[config.mk]
export PLATFORM = sky130hd
export DESIGN_NAME = hazard_ctrl_unit
export DESIGN_NICKNAME = d
export VERILOG_FILES = /design/src/rtl/cpu_types_pkg.sv /design/src/rtl/forwarding_unit.sv /design/src/rtl/hazard_ctrl_unit.sv
export SDC_FILE = /design/constraint.sdc
export NUM_CORES = 1
export LEC_CHECK = 0
export CAP_MARGIN = 30
export CORE_UTILIZATION = 34
export DETAILED_ROUTE_END_ITERATION = 6
export PLACE_DENSITY_LB_ADDON = 0.15
export SLEW_MARGIN = 15
export SYNTH_ARGS = -nofsm -noshare
export SYNTH_HDL_FRONTEND = slang
export SYNTH_SLANG_ARGS = --single-unit
[constraint.sdc]
create_clock -name CLK -period 3.59 [get_ports CLK]
set_input_delay 0.718 -clock CLK [delete_from_list [all_inputs] [get_ports CLK]]
set_output_delay 0.718 -clock CLK [all_outputs]
set_load 0.02 [all_outputs]
[src/rtl/cpu_types_pkg.sv]
// Shared pipeline types: hazard FSM states, forwarding selects, opcode constants.
package cpu_types_pkg;

  localparam int unsigned LU_CNT_W = 3;
  localparam int unsigned OP_W     = 6;

  typedef enum logic [1:0] {
    HZ_RUN      = 2'd0,
    HZ_LU_STALL = 2'd1,
    HZ_MEM_WAIT = 2'd2,
    HZ_HALTED   = 2'd3
  } hz_state_t;

  typedef enum logic [1:0] {
    FWD_RF    = 2'b00,
    FWD_MEMWB = 2'b01,
    FWD_EXMEM = 2'b10
  } fwd_sel_t;

  localparam logic [OP_W-1:0] OP_RTYPE = 6'h00;
  localparam logic [OP_W-1:0] OP_BEQ   = 6'h04;
  localparam logic [OP_W-1:0] OP_BNE   = 6'h05;
  localparam logic [OP_W-1:0] OP_SW    = 6'h2B;

  // True when the instruction reads its rt field as a source operand.
  function automatic logic op_uses_rt(input logic [OP_W-1:0] op);
    return (op == OP_RTYPE) || (op == OP_BEQ) || (op == OP_BNE) || (op == OP_SW);
  endfunction

endpackage

[src/rtl/forwarding_unit.sv]
// EX-stage operand forwarding selects; EX/MEM result takes precedence over MEM/WB.
module forwarding_unit
  import cpu_types_pkg::*;
#(
  parameter int unsigned REG_W = 5
) (
  input  logic [REG_W-1:0] idex_rs,
  input  logic [REG_W-1:0] idex_rt,
  input  logic [REG_W-1:0] exmem_wsel,
  input  logic             exmem_regWr,
  input  logic [REG_W-1:0] memwb_wsel,
  input  logic             memwb_regWr,
  output fwd_sel_t         fwd_a,
  output fwd_sel_t         fwd_b
);

  logic ex_valid;
  logic wb_valid;

  // Register 0 is hardwired, so it never forwards.
  assign ex_valid = exmem_regWr && (exmem_wsel != '0);
  assign wb_valid = memwb_regWr && (memwb_wsel != '0);

  // Pick the youngest producer for each EX source operand.
  always_comb begin
    fwd_a = FWD_RF;
    fwd_b = FWD_RF;
    if (ex_valid && (exmem_wsel == idex_rs))      fwd_a = FWD_EXMEM;
    else if (wb_valid && (memwb_wsel == idex_rs)) fwd_a = FWD_MEMWB;
    if (ex_valid && (exmem_wsel == idex_rt))      fwd_b = FWD_EXMEM;
    else if (wb_valid && (memwb_wsel == idex_rt)) fwd_b = FWD_MEMWB;
  end

endmodule

[src/rtl/hazard_ctrl_unit.sv]
// Pipeline hazard controller: load-use stall, cache-miss wait, branch flush, halt, forwarding.
// Optional macro HAZARD_PERF_CNT_EN adds saturating stall/flush performance counters.
module hazard_ctrl_unit
  import cpu_types_pkg::*;
#(
  parameter int unsigned REG_W     = 5,
  parameter int unsigned LU_CYCLES = 1,
  parameter int unsigned BR_STAGE  = 3
`ifdef HAZARD_PERF_CNT_EN
  ,
  parameter int unsigned CNT_W     = 16
`endif
) (
  input  logic             CLK,
  input  logic             nRST,
  input  logic [31:0]      ifid_instr,
  input  logic [REG_W-1:0] idex_rs,
  input  logic [REG_W-1:0] idex_rt,
  input  logic             idex_memRd,
  input  logic             idex_regWr,
  input  logic [REG_W-1:0] exmem_wsel,
  input  logic             exmem_regWr,
  input  logic             exmem_dREN,
  input  logic             exmem_dWEN,
  input  logic [REG_W-1:0] memwb_wsel,
  input  logic             memwb_regWr,
  input  logic             memwb_halt,
  input  logic             ihit,
  input  logic             dhit,
  input  logic [1:0]       pcsrc,
  output logic             ifid_flush,
  output logic             idex_flush,
  output logic             exmem_flush,
  output logic             memwb_flush,
  output logic             ifid_freeze,
  output logic             idex_freeze,
  output logic             exmem_freeze,
  output logic             memwb_freeze,
  output logic             pc_freeze,
  output logic [1:0]       fwd_a,
  output logic [1:0]       fwd_b,
  output logic [1:0]       hz_state
`ifdef HAZARD_PERF_CNT_EN
  ,
  output logic [CNT_W-1:0] stall_cnt,
  output logic [CNT_W-1:0] flush_cnt
`endif
);

  hz_state_t             state_q, state_d;
  logic [LU_CNT_W-1:0]   lu_cnt_q, lu_cnt_d;
  logic [OP_W-1:0]       ifid_op;
  logic [REG_W-1:0]      ifid_rs, ifid_rt;
  logic                  unused_instr;
  logic                  lu_hit, dwait, br_taken, lu_active;
  logic                  pc_frz, ifid_frz, idex_frz, exmem_frz, memwb_frz;
  logic                  ifid_fl, idex_fl, exmem_fl, memwb_fl;
  fwd_sel_t              fwd_a_raw, fwd_b_raw;

  assign ifid_op      = ifid_instr[31:26];
  assign ifid_rs      = REG_W'(ifid_instr[25:21]);
  assign ifid_rt      = REG_W'(ifid_instr[20:16]);
  assign unused_instr = ^ifid_instr[15:0];

  // Hazard detection terms.
  assign lu_hit   = idex_memRd && idex_regWr && (idex_rt != '0) &&
                    ((idex_rt == ifid_rs) || (op_uses_rt(ifid_op) && (idex_rt == ifid_rt)));
  assign dwait    = (exmem_dREN || exmem_dWEN) && !dhit;
  assign br_taken = (pcsrc != 2'b00);
  // A load-use stall interrupted by a cache miss resumes once the miss clears.
  assign lu_active = (state_q == HZ_LU_STALL) ||
                     ((state_q == HZ_MEM_WAIT) && (lu_cnt_q != '0));

  // State and bubble counter register.
  always_ff @(posedge CLK or negedge nRST) begin
    if (!nRST) begin
      state_q  <= HZ_RUN;
      lu_cnt_q <= '0;
    end else begin
      state_q  <= state_d;
      lu_cnt_q <= lu_cnt_d;
    end
  end

  // Next state and raw latch controls, in priority order halt > dwait > branch > load-use > imiss.
  always_comb begin
    state_d   = state_q;
    lu_cnt_d  = lu_cnt_q;
    pc_frz    = 1'b0;
    ifid_frz  = 1'b0;
    idex_frz  = 1'b0;
    exmem_frz = 1'b0;
    memwb_frz = 1'b0;
    ifid_fl   = 1'b0;
    idex_fl   = 1'b0;
    exmem_fl  = 1'b0;
    memwb_fl  = 1'b0;
    if (state_q == HZ_HALTED) begin
      pc_frz    = 1'b1;
      ifid_frz  = 1'b1;
      idex_frz  = 1'b1;
      exmem_frz = 1'b1;
      memwb_frz = 1'b1;
    end else if (dwait) begin
      pc_frz    = 1'b1;
      ifid_frz  = 1'b1;
      idex_frz  = 1'b1;
      exmem_frz = 1'b1;
      memwb_fl  = 1'b1;
      state_d   = HZ_MEM_WAIT;
    end else if (br_taken) begin
      ifid_fl  = 1'b1;
      idex_fl  = 1'b1;
      exmem_fl = (BR_STAGE == 3);
      state_d  = HZ_RUN;
      lu_cnt_d = '0;
    end else if (lu_active) begin
      pc_frz   = 1'b1;
      ifid_frz = 1'b1;
      idex_fl  = 1'b1;
      lu_cnt_d = lu_cnt_q - LU_CNT_W'(1);
      state_d  = (lu_cnt_q == LU_CNT_W'(1)) ? HZ_RUN : HZ_LU_STALL;
    end else if (lu_hit) begin
      pc_frz   = 1'b1;
      ifid_frz = 1'b1;
      idex_fl  = 1'b1;
      lu_cnt_d = LU_CNT_W'(LU_CYCLES - 1);
      state_d  = (LU_CYCLES > 1) ? HZ_LU_STALL : HZ_RUN;
    end else begin
      state_d = HZ_RUN;
      if (!ihit) begin
        pc_frz  = 1'b1;
        ifid_fl = 1'b1;
      end
    end
    if (memwb_halt) state_d = HZ_HALTED;
  end

  forwarding_unit #(.REG_W(REG_W)) u_fwd (
    .idex_rs     (idex_rs),
    .idex_rt     (idex_rt),
    .exmem_wsel  (exmem_wsel),
    .exmem_regWr (exmem_regWr),
    .memwb_wsel  (memwb_wsel),
    .memwb_regWr (memwb_regWr),
    .fwd_a       (fwd_a_raw),
    .fwd_b       (fwd_b_raw)
  );

  // Outputs held low in reset; a frozen latch never sees its flush.
  assign pc_freeze    = nRST && pc_frz;
  assign ifid_freeze  = nRST && ifid_frz;
  assign idex_freeze  = nRST && idex_frz;
  assign exmem_freeze = nRST && exmem_frz;
  assign memwb_freeze = nRST && memwb_frz;
  assign ifid_flush   = nRST && ifid_fl  && !ifid_frz;
  assign idex_flush   = nRST && idex_fl  && !idex_frz;
  assign exmem_flush  = nRST && exmem_fl && !exmem_frz;
  assign memwb_flush  = nRST && memwb_fl && !memwb_frz;
  assign fwd_a        = (nRST && (state_q != HZ_HALTED)) ? fwd_a_raw : FWD_RF;
  assign fwd_b        = (nRST && (state_q != HZ_HALTED)) ? fwd_b_raw : FWD_RF;
  assign hz_state     = state_q;

`ifdef HAZARD_PERF_CNT_EN
  // Saturating counts of stalled fetch cycles and branch flushes.
  always_ff @(posedge CLK or negedge nRST) begin
    if (!nRST) begin
      stall_cnt <= '0;
      flush_cnt <= '0;
    end else begin
      if (pc_frz && (state_q != HZ_HALTED) && (stall_cnt != '1))
        stall_cnt <= stall_cnt + CNT_W'(1);
      if ((state_q != HZ_HALTED) && !dwait && br_taken && (flush_cnt != '1))
        flush_cnt <= flush_cnt + CNT_W'(1);
    end
  end
`endif

endmodule

---- After elaboration in Yosys (flattened, before gate mapping) ----
Cells that the tools add are included.
word-level totals
  word-level logic and storage cells ...... 104
  register bits ........................... 5
operators by class
  multiplexer cells ....................... 41
  reductions and logical operators ........ 43
  bitwise logic cells ..................... 2
  $add $sub $neg .......................... 1
  equal/unequal tests ..................... 15
operators by type and width
  cell                   count
  $mux W1                31
  $eq A5 B5 Y1           6
  $logic_and A1 B1 Y1    25
  $reduce_bool A5 Y1     3
  $mux W2                7
  $eq A6 B3 Y1 const B   2
  $mux W3                3
  $eq A6 B6 Y1 const B   1
  $logic_not A6 Y1       1
  $logic_or A1 B1 Y1     6
  $reduce_bool A3 Y1     2
  $eq A2 B2 Y1 const B   2
  $logic_not A1 Y1       4
  $ne A2 B2 Y1 const B   2
  $eq A3 B1 Y1 const B   1
  $reduce_and A3 Y1      1
  $sub A3 B1 Y3 const B  1
  $eq A2 B1 Y1 const B   1
  $not A1 Y1             2
  $reduce_bool A2 Y1     1

---- Logic depth before layout (Yosys ltp) ----
  word-level depth ........................ 14
  mapped depth ............................ 7
  depth with buffers taken out ............ 7

---- Cells and area by module ----
Synthesis repeated with hierarchy kept, for this count alone.
unflattened totals
  cell total of the unflattened synthesis .. 112
  area, all modules ....................... 882.1 um2
modules (own cells, without submodules)
  module            cells each  area each (um2)  instances
  hazard_ctrl_unit  78          624.3            1
  forwarding_unit   34          257.7            1

---- Least setup slack after synthesis ----
No wires, ideal clock.
  path type ............................... input to output
  start ................................... in exmem_wsel[0]
  end ..................................... out fwd_b[0]
  slack ................................... 0.609 ns
  data arrival time ....................... 2.263 ns
  stages on the path ...................... 4
  path through ............................ or4_1 o21ai_1 nor3_1 nor4_1
between the ends
  cells in the longest elaborated chain, start to end .. 5
  elaborated cells on any way between the ends .. 6
ends and longest elaborated chain
  element                line                     source
  start: declaration     hazard_ctrl_unit.sv:21   input logic [REG_W-1:0] exmem_wsel,
  $reduce_bool A5 Y1     forwarding_unit.sv:21    assign ex_valid = exmem_regWr && (exmem_wsel != '0);
  $logic_and A1 B1 Y1    forwarding_unit.sv:21
  $logic_and A1 B1 Y1 *  forwarding_unit.sv:30    if (ex_valid && (exmem_wsel == idex_rt)) fwd_b = FWD_EXMEM;
  $mux W2 *              forwarding_unit.sv:30
  $mux W2 *              hazard_ctrl_unit.sv:161  assign fwd_b = (nRST && (state_q != HZ_HALTED)) ? fwd_b_raw : FWD_RF;
  end: declaration       hazard_ctrl_unit.sv:41   output logic [1:0] fwd_b,
Every way passes the cells marked *; elsewhere a longest branch is shown, timed or not.

---- Final worst setup path ----
  start ................................... in ifid_instr[27]
  end ..................................... out pc_freeze
between the ends
  cells in the longest elaborated chain, start to end .. 13
  elaborated cells on any way between the ends .. 16
ends and longest elaborated chain
  element                                           line                     source
  start: declaration                                hazard_ctrl_unit.sv:16   input logic [31:0] ifid_instr,
  $eq A6 B3 Y1 or $logic_not A6 Y1 (tied branches)  cpu_types_pkg.sv:27      return (op == OP_RTYPE) || (op == OP_BEQ) || (op == OP_BNE) || (op == OP_SW);
  $logic_or A1 B1 Y1 (2 in a row)                   cpu_types_pkg.sv:27
  $logic_or A1 B1 Y1 *                              cpu_types_pkg.sv:27
  $logic_and A1 B1 Y1 *                             hazard_ctrl_unit.sv:67   ((idex_rt == ifid_rs) || (op_uses_rt(ifid_op) && (idex_rt == ifid_rt)));
  $logic_or A1 B1 Y1 *                              hazard_ctrl_unit.sv:67
  $logic_and A1 B1 Y1 *                             hazard_ctrl_unit.sv:66   assign lu_hit = idex_memRd && idex_regWr && (idex_rt != '0) &&
  $mux W1 *                                         hazard_ctrl_unit.sv:123  end else if (lu_hit) begin
  $mux W1 *                                         hazard_ctrl_unit.sv:117  end else if (lu_active) begin
  $mux W1 *                                         hazard_ctrl_unit.sv:111  end else if (br_taken) begin
  $mux W1 *                                         hazard_ctrl_unit.sv:104  end else if (dwait) begin
  $mux W1 *                                         hazard_ctrl_unit.sv:98   if (state_q == HZ_HALTED) begin
  $logic_and A1 B1 Y1 *                             hazard_ctrl_unit.sv:151  assign pc_freeze = nRST && pc_frz;
  end: declaration                                  hazard_ctrl_unit.sv:39   output logic pc_freeze,
Marks and branches as above.

==> flow_summary.yaml <==
timing:
  setup_viol: 0
  period_minus_slack_ps: 3497
  grt_setup_unrepaired: "false"
  fin_ws_ps: 92.68
  maxClockFrequency_mhz: 285.9
  post-route-period-util_pct: 97.42
  tightest_slew_ps: 441.3
  hold_viol: 0
  drv_slew: 0
  max_slew_margin_pct: 70.35
  tns_ps: 0
  fin_skew_ps: 6.253
layout:
  multi_input_area_um2: 730.7
  area_growth_pct: 88.35
  seqCellArea_um2: 125.1
  drive_gt1_share_pct: 13.27
  antenna_cells: 0
  fill_cells: 207
  nets: 265
synth:
  async_flop_share_pct: 100.0
  synthesis.nets: 184
  synthCells: 116
  synth_commonest_cells: "xnor2_1 (20), xor2_1 (10), nand2_1 (9)"
  syn_area_per_cell_um2: 7.777
  synth_top_flop_cell: "dfrtp_1"
  synth_seq_cells: 5
  ys_seq_area_share_pct: 13.87
  synthTopCellsByArea: "xnor2_1 (19%), dfrtp_1 (14%), xor2_1 (9.7%)"
  mappedNetlistArea_um2: 902.1
  synth_area_leader_cell: "xnor2_1"
  yosysWarnings: 0
  synth_cell_type_count: 34
  post-synth-top-count-cell: "xnor2_1"
  synth-edff-count: 0
  synth.top_cell.area_share_pct: 19.42
route:
  first_pass_iters: 4
  drtIter0Drc: 24
  remaining_drc_errors: 0
  vias_per_cell: 5.031
  wl_um: 2864
  wl_per_cell_um: 12.67
  via_count: 1137
  ant_nets: 0
floorplanning:
  die_w_um: 53.51
  rows: 18
  io_pins: 80
  initial_utilization_pct: 36.09
  die-area_um2: 2863
  die_h_um: 53.51
  coreArea_um2: 2500
global_routing:
  antenna_found_initial: 0
  overflow: 0
  grt_pass1_vias: 1036
  grt_max_degree: 12
  grt_util_all_layers_pct: 21.55
  grt_pass1_wl_um: 4340
setup_path:
  path_cells: "clkdlybuf4s50_1 -> or4_1 -> a2111o_1 -> and3_4 -> a31oi_4 -> clkdlybuf4s15_1"
  path_max_fanout: 4
  slowest_delay_ps: 520
  worstPathRequired_ps: 2870
  crit_type: "primary input to output port"
  end_kind: "output port"
  arrival_ps: 2780
  rrSetupSlack_ps: 2020
  crit_path_start: "ifid_instr[27]"
  r2r-end: "lu_cnt_q[1]$_DFFE_PN0P_"
  critPathTopFamily: "buffers and inverters"
  worstSetupStartpointType: "primary input"
  rr_startpoint: "lu_cnt_q[0]$_DFFE_PN0P_"
  cp.depth: 6
  rr_worst_depth: 7
  crit_path_end: "pc_freeze"
  critical_path_buf_inv_count: 2
  cp_slowest_cell: "or4_1"
pwr:
  leakage_nw: 0.6859
  powerDensity_nw_per_um2: 153.9
  peakVddDrop_mv: 0.1556
  totalPowerFinal_uw: 261.5
placement:
  routabilityCongestion: 0.8769
  dp_slack_ps: -202.9
  dp_hpwl_um: 2591
  portBuffers: 63
cts:
  cts_sinks: 5
  htreeDepth: 1
  cts_tree: "built"
  cts_root_buf: "clkbuf_4"
  clockBufferDepth: 2
  cts.repair_timing.setup_buffer_count: 0
  cts_buffers: 3
  path_clk_slew_ps: 40
  worstSkewPairLatency_ps: 250
job:
  maxCapViolCount: 0
hold_path:
  min_path_type: "flop to flop"
run_status:
  status: "completed"
-- worst min path at each step --
stage / slack [ps] / end / start / cells past startpoint
after global routing: 580 / lu_cnt_q[1]$_DFFE_PN0P_ / lu_cnt_q[1]$_DFFE_PN0P_ / 2
after global placement: 530 / lu_cnt_q[1]$_DFFE_PN0P_ / lu_cnt_q[1]$_DFFE_PN0P_ / 2
after floorplan: 420 / hz_state[0]$_DFFE_PN0P_ / nRST / 0
after detailed placement: 540 / lu_cnt_q[1]$_DFFE_PN0P_ / lu_cnt_q[1]$_DFFE_PN0P_ / 2
final: 550 / lu_cnt_q[1]$_DFFE_PN0P_ / lu_cnt_q[1]$_DFFE_PN0P_ / 2
after CTS: 540 / lu_cnt_q[1]$_DFFE_PN0P_ / lu_cnt_q[1]$_DFFE_PN0P_ / 2
-- routing by layer --
layer	global-route usage, %	vias to the layer above	share of wire (%)
li1	-	571	-
met1	24.58	513	41
met2	38.75	47	52
met3	4.598	6	5.8
met4	7.895	0	1.5
met5	0	-	0
-- worst min-delay path, stage by stage, from the launching register on --
cell and delay [ps]:
dfrtp_1 340, nand4_1 80, o221ai_1 80
-- report_power, final --
part / internal [mW] / switching, mW / total [mW]
registers: 0.0566 / 0 / 0.0566
logic: 0.0876 / 0.0493 / 0.137
clock network: 0.0422 / 0.0258 / 0.0680
total: 0.186 / 0.0751 / 0.261
-- cell usage in the layout (no fill, tap or decap), types with 4 or more instances in the layout --
| cell type | instances |
|---|---|
| nand3_1 | 8 |
| nor3_1 | 6 |
| nand2b_1 | 4 |
| clkdlybuf4s50_1 | 57 |
| nand2_1 | 9 |
| nand4_1 | 5 |
| nor2_1 | 5 |
| or4_1 | 4 |
| xnor2_1 | 20 |
| buf_4 | 19 |
| dfrtp_1 | 5 |
| xor2_1 | 10 |
-- repair_timing --
| action | in CTS | in global routing |
|---|---|---|
| hold buffers | 0 | 0 |
| resized for setup | 5 | 3 |
| endpoints found under the setup margin | 5 | 3 |
-- registers in the layout, summed over array words and instances, names as in the netlist --
name and count:
hz_state 2, lu_cnt_q 3
-- per-stage QoR --
stage	std cells	hold slack (ps)	util (%)	instance area (um^2)
finish	226	548.8	67.97	1699
global placement	222	527.6	66.97	1674
CTS	226	544.7	67.77	1694
floorplan	116	422.4	-	902.1
detailed placement	222	539.7	66.97	1674
global route	226	576.7	67.97	1699
-- cells by family (layout without fill, tap and decap cells) --
| family | count (synthesis) | count (layout) | synth area share (%) |
|---|---|---|---|
| adder cells (fa/ha/maj) | 3 | 3 | 4.161 |
| XOR/XNOR | 30 | 30 | 29.13 |
| flip-flops | 5 | 5 | 13.87 |
| AND/OR/NAND/NOR | 56 | 56 | 35.23 |
| AO/OA/AOI/OAI | 14 | 14 | 12.48 |
| buffers and inverters | 8 | 88 | 5.132 |
-- final cells by class --
class | instances | area share (%)
flip-flops and latches | 5 | 7.364
clock buffers | 4 | 1.546
inverters | 2 | 0.4418
multi-input cells | 103 | 43.00
well taps | 30 | 2.209
repair buffers | 82 | 45.43
No activity file was read; power rests on OpenSTA's default activity.
